--- config.mk ---
export PLATFORM = sky130hd
export DESIGN_NAME = ascon_serial_io
export DESIGN_NICKNAME = d
export VERILOG_FILES = /design/src/rtl/ascon_serial_io.sv
export SDC_FILE = /design/constraint.sdc
export NUM_CORES = 1
export LEC_CHECK = 0
export BUFFER_PORTS_ARGS = -buffer_cell sky130_fd_sc_hd__buf_2
export CORE_MARGIN = 5
export CORE_UTILIZATION = 25
export CTS_CLUSTER_SIZE = 12
export DETAILED_ROUTE_END_ITERATION = 10
export HOLD_SLACK_MARGIN = 0.05
export PLACE_DENSITY_LB_ADDON = 0.12
export SKIP_CTS_REPAIR_TIMING = 1
export SLEW_MARGIN = 0
export SYNTH_ARGS = -nofsm -noshare
export SYNTH_HDL_FRONTEND = slang
export SYNTH_SLANG_ARGS = --single-unit
--- constraint.sdc ---
create_clock -name clk -period 22.6 [get_ports clk]
set_clock_uncertainty 0.1 [all_clocks]
set_input_delay 2.26 -clock clk [delete_from_list [all_inputs] [get_ports clk]]
set_output_delay 2.26 -clock clk [all_outputs]
set_load 0.01 [all_outputs]
--- src/rtl/ascon_serial_io.sv ---
// Serial pin front-end for an Ascon AEAD core: shifts operands in LANES bits per strobe,
// starts the core, captures its result and shifts it back out. Optional tag check: ASCON_SERIAL_TAG_CHECK_EN.
module ascon_serial_io #(
  parameter int KEY_W   = 128,
  parameter int NONCE_W = 128,
  parameter int AD_W    = 40,
  parameter int DATA_W  = 104,
  parameter int TAG_W   = 128,
  parameter int LANES   = 1
) (
  input  logic              clk,
  input  logic              rst,
  input  logic              shift_i,
  input  logic [LANES-1:0]  key_si,
  input  logic [LANES-1:0]  nonce_si,
  input  logic [LANES-1:0]  ad_si,
  input  logic [LANES-1:0]  data_si,
  input  logic [LANES-1:0]  tag_si,
  input  logic              start_i,
  input  logic              decrypt_i,
  output logic [KEY_W-1:0]  key_o,
  output logic [NONCE_W-1:0] nonce_o,
  output logic [AD_W-1:0]   ad_o,
  output logic [DATA_W-1:0] data_o,
  output logic              decrypt_o,
  output logic              core_start_o,
  input  logic              core_ready_i,
  input  logic [DATA_W-1:0] core_data_i,
  input  logic [TAG_W-1:0]  core_tag_i,
  output logic [LANES-1:0]  data_so,
  output logic [LANES-1:0]  tag_so,
  output logic              ready_so,
  output logic              busy_o,
  output logic              load_done_o,
  output logic              err_o,
  output logic              auth_ok_o,
  output logic [1:0]        dbg_state
);

  localparam int MAX_KN  = (KEY_W > NONCE_W) ? KEY_W : NONCE_W;
  localparam int MAX_KNA = (MAX_KN > AD_W) ? MAX_KN : AD_W;
  localparam int MAX_OUT = (DATA_W > TAG_W) ? DATA_W : TAG_W;
  localparam int MAX_IN0 = (MAX_KNA > MAX_OUT) ? MAX_KNA : MAX_OUT;
  localparam int BEATS   = MAX_IN0 / LANES;
  localparam int CW      = $clog2(BEATS + 1);

  localparam logic [CW-1:0] ONE     = CW'(1);
  localparam logic [CW-1:0] BEATS_C = CW'(BEATS);
  localparam logic [CW-1:0] KEY_B   = CW'(KEY_W / LANES);
  localparam logic [CW-1:0] NONCE_B = CW'(NONCE_W / LANES);
  localparam logic [CW-1:0] AD_B    = CW'(AD_W / LANES);
  localparam logic [CW-1:0] DATA_B  = CW'(DATA_W / LANES);
  localparam logic [CW-1:0] TAG_B   = CW'(TAG_W / LANES);
  localparam logic [CW-1:0] OUT_B   = CW'(MAX_OUT / LANES);

  localparam logic [1:0] S_LOAD   = 2'd0;
  localparam logic [1:0] S_WAIT   = 2'd1;
  localparam logic [1:0] S_UNLOAD = 2'd2;
  localparam logic [1:0] S_DONE   = 2'd3;

  logic [1:0]        state;
  logic              start_q;
  logic              start_rise;
  logic [CW-1:0]     cnt;
  logic [CW-1:0]     ucnt;
  logic [DATA_W-1:0] data_sh;
  logic [TAG_W-1:0]  tag_sh;

  assign start_rise = start_i & ~start_q;
  assign busy_o     = (state == S_WAIT) || (state == S_UNLOAD);
  assign dbg_state  = state;
  assign data_so    = data_sh[DATA_W-1 -: LANES];
  assign tag_so     = tag_sh[TAG_W-1 -: LANES];

`ifdef ASCON_SERIAL_TAG_CHECK_EN
  logic [TAG_W-1:0] exp_tag;
  logic             tag_match;
  assign tag_match = (core_tag_i == exp_tag);
`else
  logic unused_tag;
  assign unused_tag = ^tag_si;
  assign auth_ok_o  = 1'b0;
`endif

  always_ff @(posedge clk or posedge rst) begin
    if (rst) begin
      state        <= S_LOAD;
      start_q      <= 1'b0;
      cnt          <= '0;
      ucnt         <= '0;
      key_o        <= '0;
      nonce_o      <= '0;
      ad_o         <= '0;
      data_o       <= '0;
      decrypt_o    <= 1'b0;
      core_start_o <= 1'b0;
      data_sh      <= '0;
      tag_sh       <= '0;
      ready_so     <= 1'b0;
      load_done_o  <= 1'b0;
      err_o        <= 1'b0;
`ifdef ASCON_SERIAL_TAG_CHECK_EN
      exp_tag      <= '0;
      auth_ok_o    <= 1'b0;
`endif
    end else begin
      start_q      <= start_i;
      core_start_o <= 1'b0;
      case (state)
        S_LOAD: begin
          // Each stream stops at its own length; the beat counter saturates at the longest.
          if (shift_i && !load_done_o) begin
            if (cnt < KEY_B)   key_o   <= {key_o[KEY_W-LANES-1:0], key_si};
            if (cnt < NONCE_B) nonce_o <= {nonce_o[NONCE_W-LANES-1:0], nonce_si};
            if (cnt < AD_B)    ad_o    <= {ad_o[AD_W-LANES-1:0], ad_si};
            if (cnt < DATA_B)  data_o  <= {data_o[DATA_W-LANES-1:0], data_si};
`ifdef ASCON_SERIAL_TAG_CHECK_EN
            if (cnt < TAG_B)   exp_tag <= {exp_tag[TAG_W-LANES-1:0], tag_si};
`endif
            cnt         <= cnt + ONE;
            load_done_o <= (cnt + ONE == BEATS_C);
          end
          if (start_rise) begin
            if (load_done_o) begin
              state        <= S_WAIT;
              core_start_o <= 1'b1;
              decrypt_o    <= decrypt_i;
            end else begin
              err_o <= 1'b1;
            end
          end
        end
        S_WAIT: begin
          if (start_rise) err_o <= 1'b1;
          if (core_ready_i) begin
`ifdef ASCON_SERIAL_TAG_CHECK_EN
            // A failed decrypt must never release its plaintext.
            if (decrypt_o) begin
              auth_ok_o <= tag_match;
              data_sh   <= tag_match ? core_data_i : '0;
            end else begin
              auth_ok_o <= 1'b0;
              data_sh   <= core_data_i;
            end
`else
            data_sh  <= core_data_i;
`endif
            tag_sh   <= core_tag_i;
            ready_so <= 1'b1;
            ucnt     <= '0;
            state    <= S_UNLOAD;
          end
        end
        S_UNLOAD: begin
          if (start_rise) err_o <= 1'b1;
          if (shift_i) begin
            if (ucnt < DATA_B) data_sh <= {data_sh[DATA_W-LANES-1:0], {LANES{1'b0}}};
            if (ucnt < TAG_B)  tag_sh  <= {tag_sh[TAG_W-LANES-1:0], {LANES{1'b0}}};
            ucnt <= ucnt + ONE;
            if (ucnt + ONE == OUT_B) state <= S_DONE;
          end
        end
        default: begin
          // DONE: a start edge only re-arms loading; the core is not restarted.
          if (start_rise) begin
            state       <= S_LOAD;
            cnt         <= '0;
            ucnt        <= '0;
            load_done_o <= 1'b0;
            ready_so    <= 1'b0;
          end
        end
      endcase
    end
  end

endmodule
# After elaboration in Yosys (flattened, before gate mapping)

Cells that the tools add are included.

Register bits: 656
Bits in latches: 0
Memory bits (writable): 0
ROM bits: 0
Word-level logic and storage cells: 96
Memories: 0

Add/sub/neg operators: 2
$mul: 0
Divide/modulo/power cells: 0
Order comparisons: 5
Equality and inequality tests: 14
Shift operators: 0
Multiplexer cells: 33
Bitwise gates (word level): 5
Reductions and logical operators: 22

Operators with widths:

| kind                | count |
|---|---|
| $mux 128            | 3 |
| $mux 104            | 3 |
| $pmux 128 s2        | 1 |
| $pmux 104 s2        | 1 |
| $mux 8              | 4 |
| $pmux 8 s3          | 1 |
| $reduce_and 3->1    | 6 |
| $add 8x1->8 const B | 2 |
| $eq 8x8->1 const B  | 2 |
| $lt 8x7->1 const B  | 2 |
| $lt 8x8->1 const B  | 2 |
| $pmux 8 s2          | 1 |
| $reduce_and 4->1    | 4 |
| $mux 2              | 6 |
| $ne 2x2->1 const B  | 6 |
| $mux 1              | 9 |
| $lt 8x6->1 const B  | 1 |
| $ne 2x1->1 const B  | 4 |
| $reduce_bool 2->1   | 4 |
| $pmux 1 s2          | 3 |
| $pmux 2 s3          | 1 |
| $reduce_and 6->1    | 1 |
| $not 1->1           | 4 |
| $reduce_or 2->1     | 2 |
| 8 further kinds     | 8 |

# Logic depth before layout (Yosys ltp)

Word-level depth: 5
Depth in mapped cells: 10

# Worst setup path after synthesis

Ideal clock, no wire load.

Path type: input to register
From: input port start_i
To: register state[1] (netlist: dbg_state[1])
Arrival: 3.312 ns
Data required time: 22.376 ns
Setup slack: 19.064 ns
Stages: 5
Cell sequence: and3b_1 -> o211ai_1 -> nor3_1 -> a221o_1 -> a211o_1

Cells in the longest elaborated chain, start to end: 3
Elaborated cells between the ends (all ways): 4
Those cells by class: eq/ne (1); bitwise (1); reduce/logical (2)

RTL lines:

| element                                                   | line | text |
|---|---|---|
| start, declared                                           | 19   | `input logic start_i,` |
| $and 1x1->1 *                                             | 69   | `assign start_rise = start_i & ~start_q;` |
| $ne 2x2->1 (no line) or $reduce_bool 3->1 (tied branches) | --   |  |
| $reduce_and 6->1 (no line) *                              | --   |  |
| end signal, assigned                                      | 87   | `state <= S_LOAD;` |
| end signal, assigned                                      | 125  | `state <= S_WAIT;` |
| end signal, assigned                                      | 151  | `state <= S_UNLOAD;` |
| end, declared                                             | 61   | `logic [1:0] state;` |

Mark *: on every way between the ends. The rest lies on a longest branch, timed or not.
A chain may end at the register's enable or synchronous reset.

==> results.md <==
* Pwr/cell area at 88.01 nW/um^2
* RR Startpoint: dbg_state[0]
* Vias in the first global route at approximately 19000
* Synth top area share at between 60% and 70%
* Share of cells above drive strength 1 at 44.83%
* Initial antenna violation count at 12
* Setup TNS at 0 ns
* Die Ht at 337.6 um
* Worst-path fanout max at just over 100
* Max Slew Vio Count at 0
* Fmax at about 180 MHz
* Hold Path Stages at 1
* Worst Path Arrival at between 6 and 7 ns
* H-tree levels at 3
* Ys async rst share at 100.0%
* Die W at 337.6 um
* NumNets Final at 2898
* EDFF count, synth at 0
* Startpoint class of the critical path: primary input
* Root Buffer: clkbuf_16
* Initial Util at 25.10%
* Setup Viol. Count Final at 0
* Sequential area share after synthesis at 61.18%
* Leakage at 17.13 nW
* Reg2reg end: data_sh[49]
* First-pass GRT wire length at 113300 um
* Largest net degree at the start of global routing at 258
* Post-Synth Simple-Gate Area at 4.686%
* Max-cap violations at 0
* GP Congestion at between 0.7 and 0.8
* Main combinational cell family by area after synthesis: multiplexers
* Slew HR at 21.09%
* RSZ-0062 raised after global routing: no
* Crit path kind: primary input to async pin
* Area of the mapped netlist at ~27000 um^2
* Hold EP: err_o
* Syn Area/Cell at 13.27 um^2
* CTS sink cnt at roughly 660
* Worst vdd ir at 0.00005804 V
* Antenna viol nets, final at 0
* P&R area growth vs syn at 27.38%
* Dominant synthesized flop cell: dfrtp_1
* Fin util at 31.97%
* Post-DR wirelength/cell at 18.29 um
* Complex-gate fraction of the synthesized area at 5.661%
* Placement row count at 120
* DRT Pass-1 Iters at 5
* Mapped Cells at around 2000
* Seq cells post-synth at 656
* CTS max path bufs at 3
* IO buf count at roughly 650
* CTS buffer count at 80
* GR Overflow Total at 0
* I/O pin count at between 600 and 700
* Clock slew at reported path FFs at 0.05 ns
* Syn Nets at 2272
* Hold Crit Start: err_o
* GR Util All Layers at 12.74%
* Ys Warns at 0
* Residual DRC count at 0
* CP endpoint kind: async pin
* Hold Path Class: flip-flop to flip-flop
* Fillers at 10878
* CTS tree: yes
* XOR/XNOR Fraction of Synth Area at 0.09792%
* Yosys cell types at 54
* Detailed placement HPWL at ~53000 um
* Worst R2R Setup Slack at 18.40 ns
* Vias post-DR at 17678
* Area leader, netlist: dfrtp_1
* Status: complete, no violations
* DRT iter0 DRCs at 607
* Core area at between 100000 and 150000 um^2
* Vias per inst at 4.292
* Synth top area cells: dfrtp_1, mux2_2, mux2i_1
* Crit share post-route at 25.04%
* Worst endpoint required time at about 23 ns
* Adder-cell share of the synthesized area at 0.3264%
* Endpoints failing hold at 0
* Multiplexer share of the synthesized area at 25.45%
* Hold slack at 0.3732 ns
* Worst r2r path cells at 8
* Crit path time final at roughly 5.7 ns
* Slew @ Worst Pin at 1.184 ns
* Post-layout total power at 3.008 mW
* Die area at approximately 110000 um^2
* Clk_lat worst skew at 0.63 ns
* Final wirelength at 75350 um
-- cell usage in the layout (no fill, tap or decap), types with 4 or more instances in the layout --
master and instances:
o211ai_1 4, clkbuf_1 11, mux2i_1 231, nor2_1 244
mux2_2 398, ha_1 6, dfrtp_1 656, diode_2 8
o21ai_0 26, buf_2 651, nand2_1 20, clkbuf_16 80
clkbuf_8 20, a21oi_1 234, clkinv_2 13, nand3_1 10
buf_4 15, inv_1 6, nand2b_1 7, bufinv_16 7
-- layer usage --
metal / global-route usage [%] / up-vias / wire length, um
met5: 0 / - / 68
met4: 5.245 / 10 / 2685
met3: 4.316 / 136 / 5591
met2: 22.25 / 426 / 38290
met1: 14.26 / 8708 / 28710
li1: - / 8398 / -
-- worst max-delay path by stage --
| stage | startpoint | endpoint | cells after the start |
|---|---|---|---|
| 4_1_cts | rst | ad_o[12] | 6 |
| 5_1_grt | rst | ad_o[12] | 6 |
| 2_1_floorplan | rst | ad_o[0] | 1 |
| 3_3_place_gp | rst | data_sh[47] | 6 |
| 3_5_place_dp | rst | data_sh[47] | 6 |
| 6_report | rst | data_sh[28] | 6 |
-- cell type report --
class	count	area (um^2)	share of cell area [%]
well taps	1403	1755	5.136
flip-flops and latches	656	16420	48.03
multi-input cells	1233	9764	28.57
clock inverters	31	437.9	1.281
diodes	8	20.02	0.05857
repair buffers	669	3431	10.04
inverters	8	37.54	0.1098
clock buffers	111	2318	6.783
-- cell usage after synthesis, types with 2 or more instances --
| library cell | number |
|---|---|
| buf_1 | 8 |
| mux2i_1 | 231 |
| buf_4 | 7 |
| o31ai_1 | 3 |
| nand3_1 | 10 |
| nor2_1 | 244 |
| nor3_1 | 2 |
| mux2_2 | 398 |
| nand2_1 | 21 |
| inv_1 | 7 |
| nand2b_1 | 7 |
| dfrtp_1 | 656 |
| clkbuf_1 | 14 |
| buf_6 | 8 |
| buf_2 | 87 |
| ha_1 | 7 |
| and3_1 | 2 |
| xor2_1 | 3 |
| nor4_1 | 3 |
| o211ai_1 | 4 |
| mux2_1 | 3 |
| a22o_1 | 2 |
| a211o_1 | 3 |
| and2_1 | 2 |
| a31oi_1 | 2 |
| a21oi_1 | 234 |
| o21ai_0 | 26 |
| o31a_1 | 2 |
-- state kept, by name, summed over array words and instances, names as in the netlist --
register and count:
ucnt 8, start_q 1, err_o 1, ad_o 40, key_o 128, dbg_state 2, load_done_o 1, ready_so 1
data_sh 104, data_o 104, tag_sh 128, core_start_o 1, nonce_o 128, cnt 8, decrypt_o 1
-- cells by family (layout without fill, tap and decap cells) --
group / Yosys count / count (layout)
AOI/OAI and AO/OA: 286 / 286
xor gates and xnor gates: 3 / 3
adders and majority gates: 7 / 7
buffers and inverters: 133 / 819
DFF: 656 / 656
muxes: 632 / 632
other: 1 / 9
and+or+nand+nor: 304 / 304
-- power by group --
group | total (mW) | internal (mW) | switching, mW
clock network | 1.33 | 0.802 | 0.528
registers | 1.34 | 1.27 | 0.0743
logic | 0.335 | 0.163 | 0.172
-- stage by stage --
step,cell area [um^2],instances,setup slack (ns)
final,34180,4119,16.94
after global routing,34170,4115,16.20
after CTS,34160,4111,16.70
after detailed placement,31400,3969,15.96
after global placement,31400,3969,16.11
after floorplan,26830,2022,1.857
-- worst max-delay path: stages --
cell and delay, ns:
buf_2 0.13, inv_8 0.50, buf_4 0.76, buf_4 0.64, buf_4 0.82, buf_4 0.83
(Power assumes the default switching activity.)
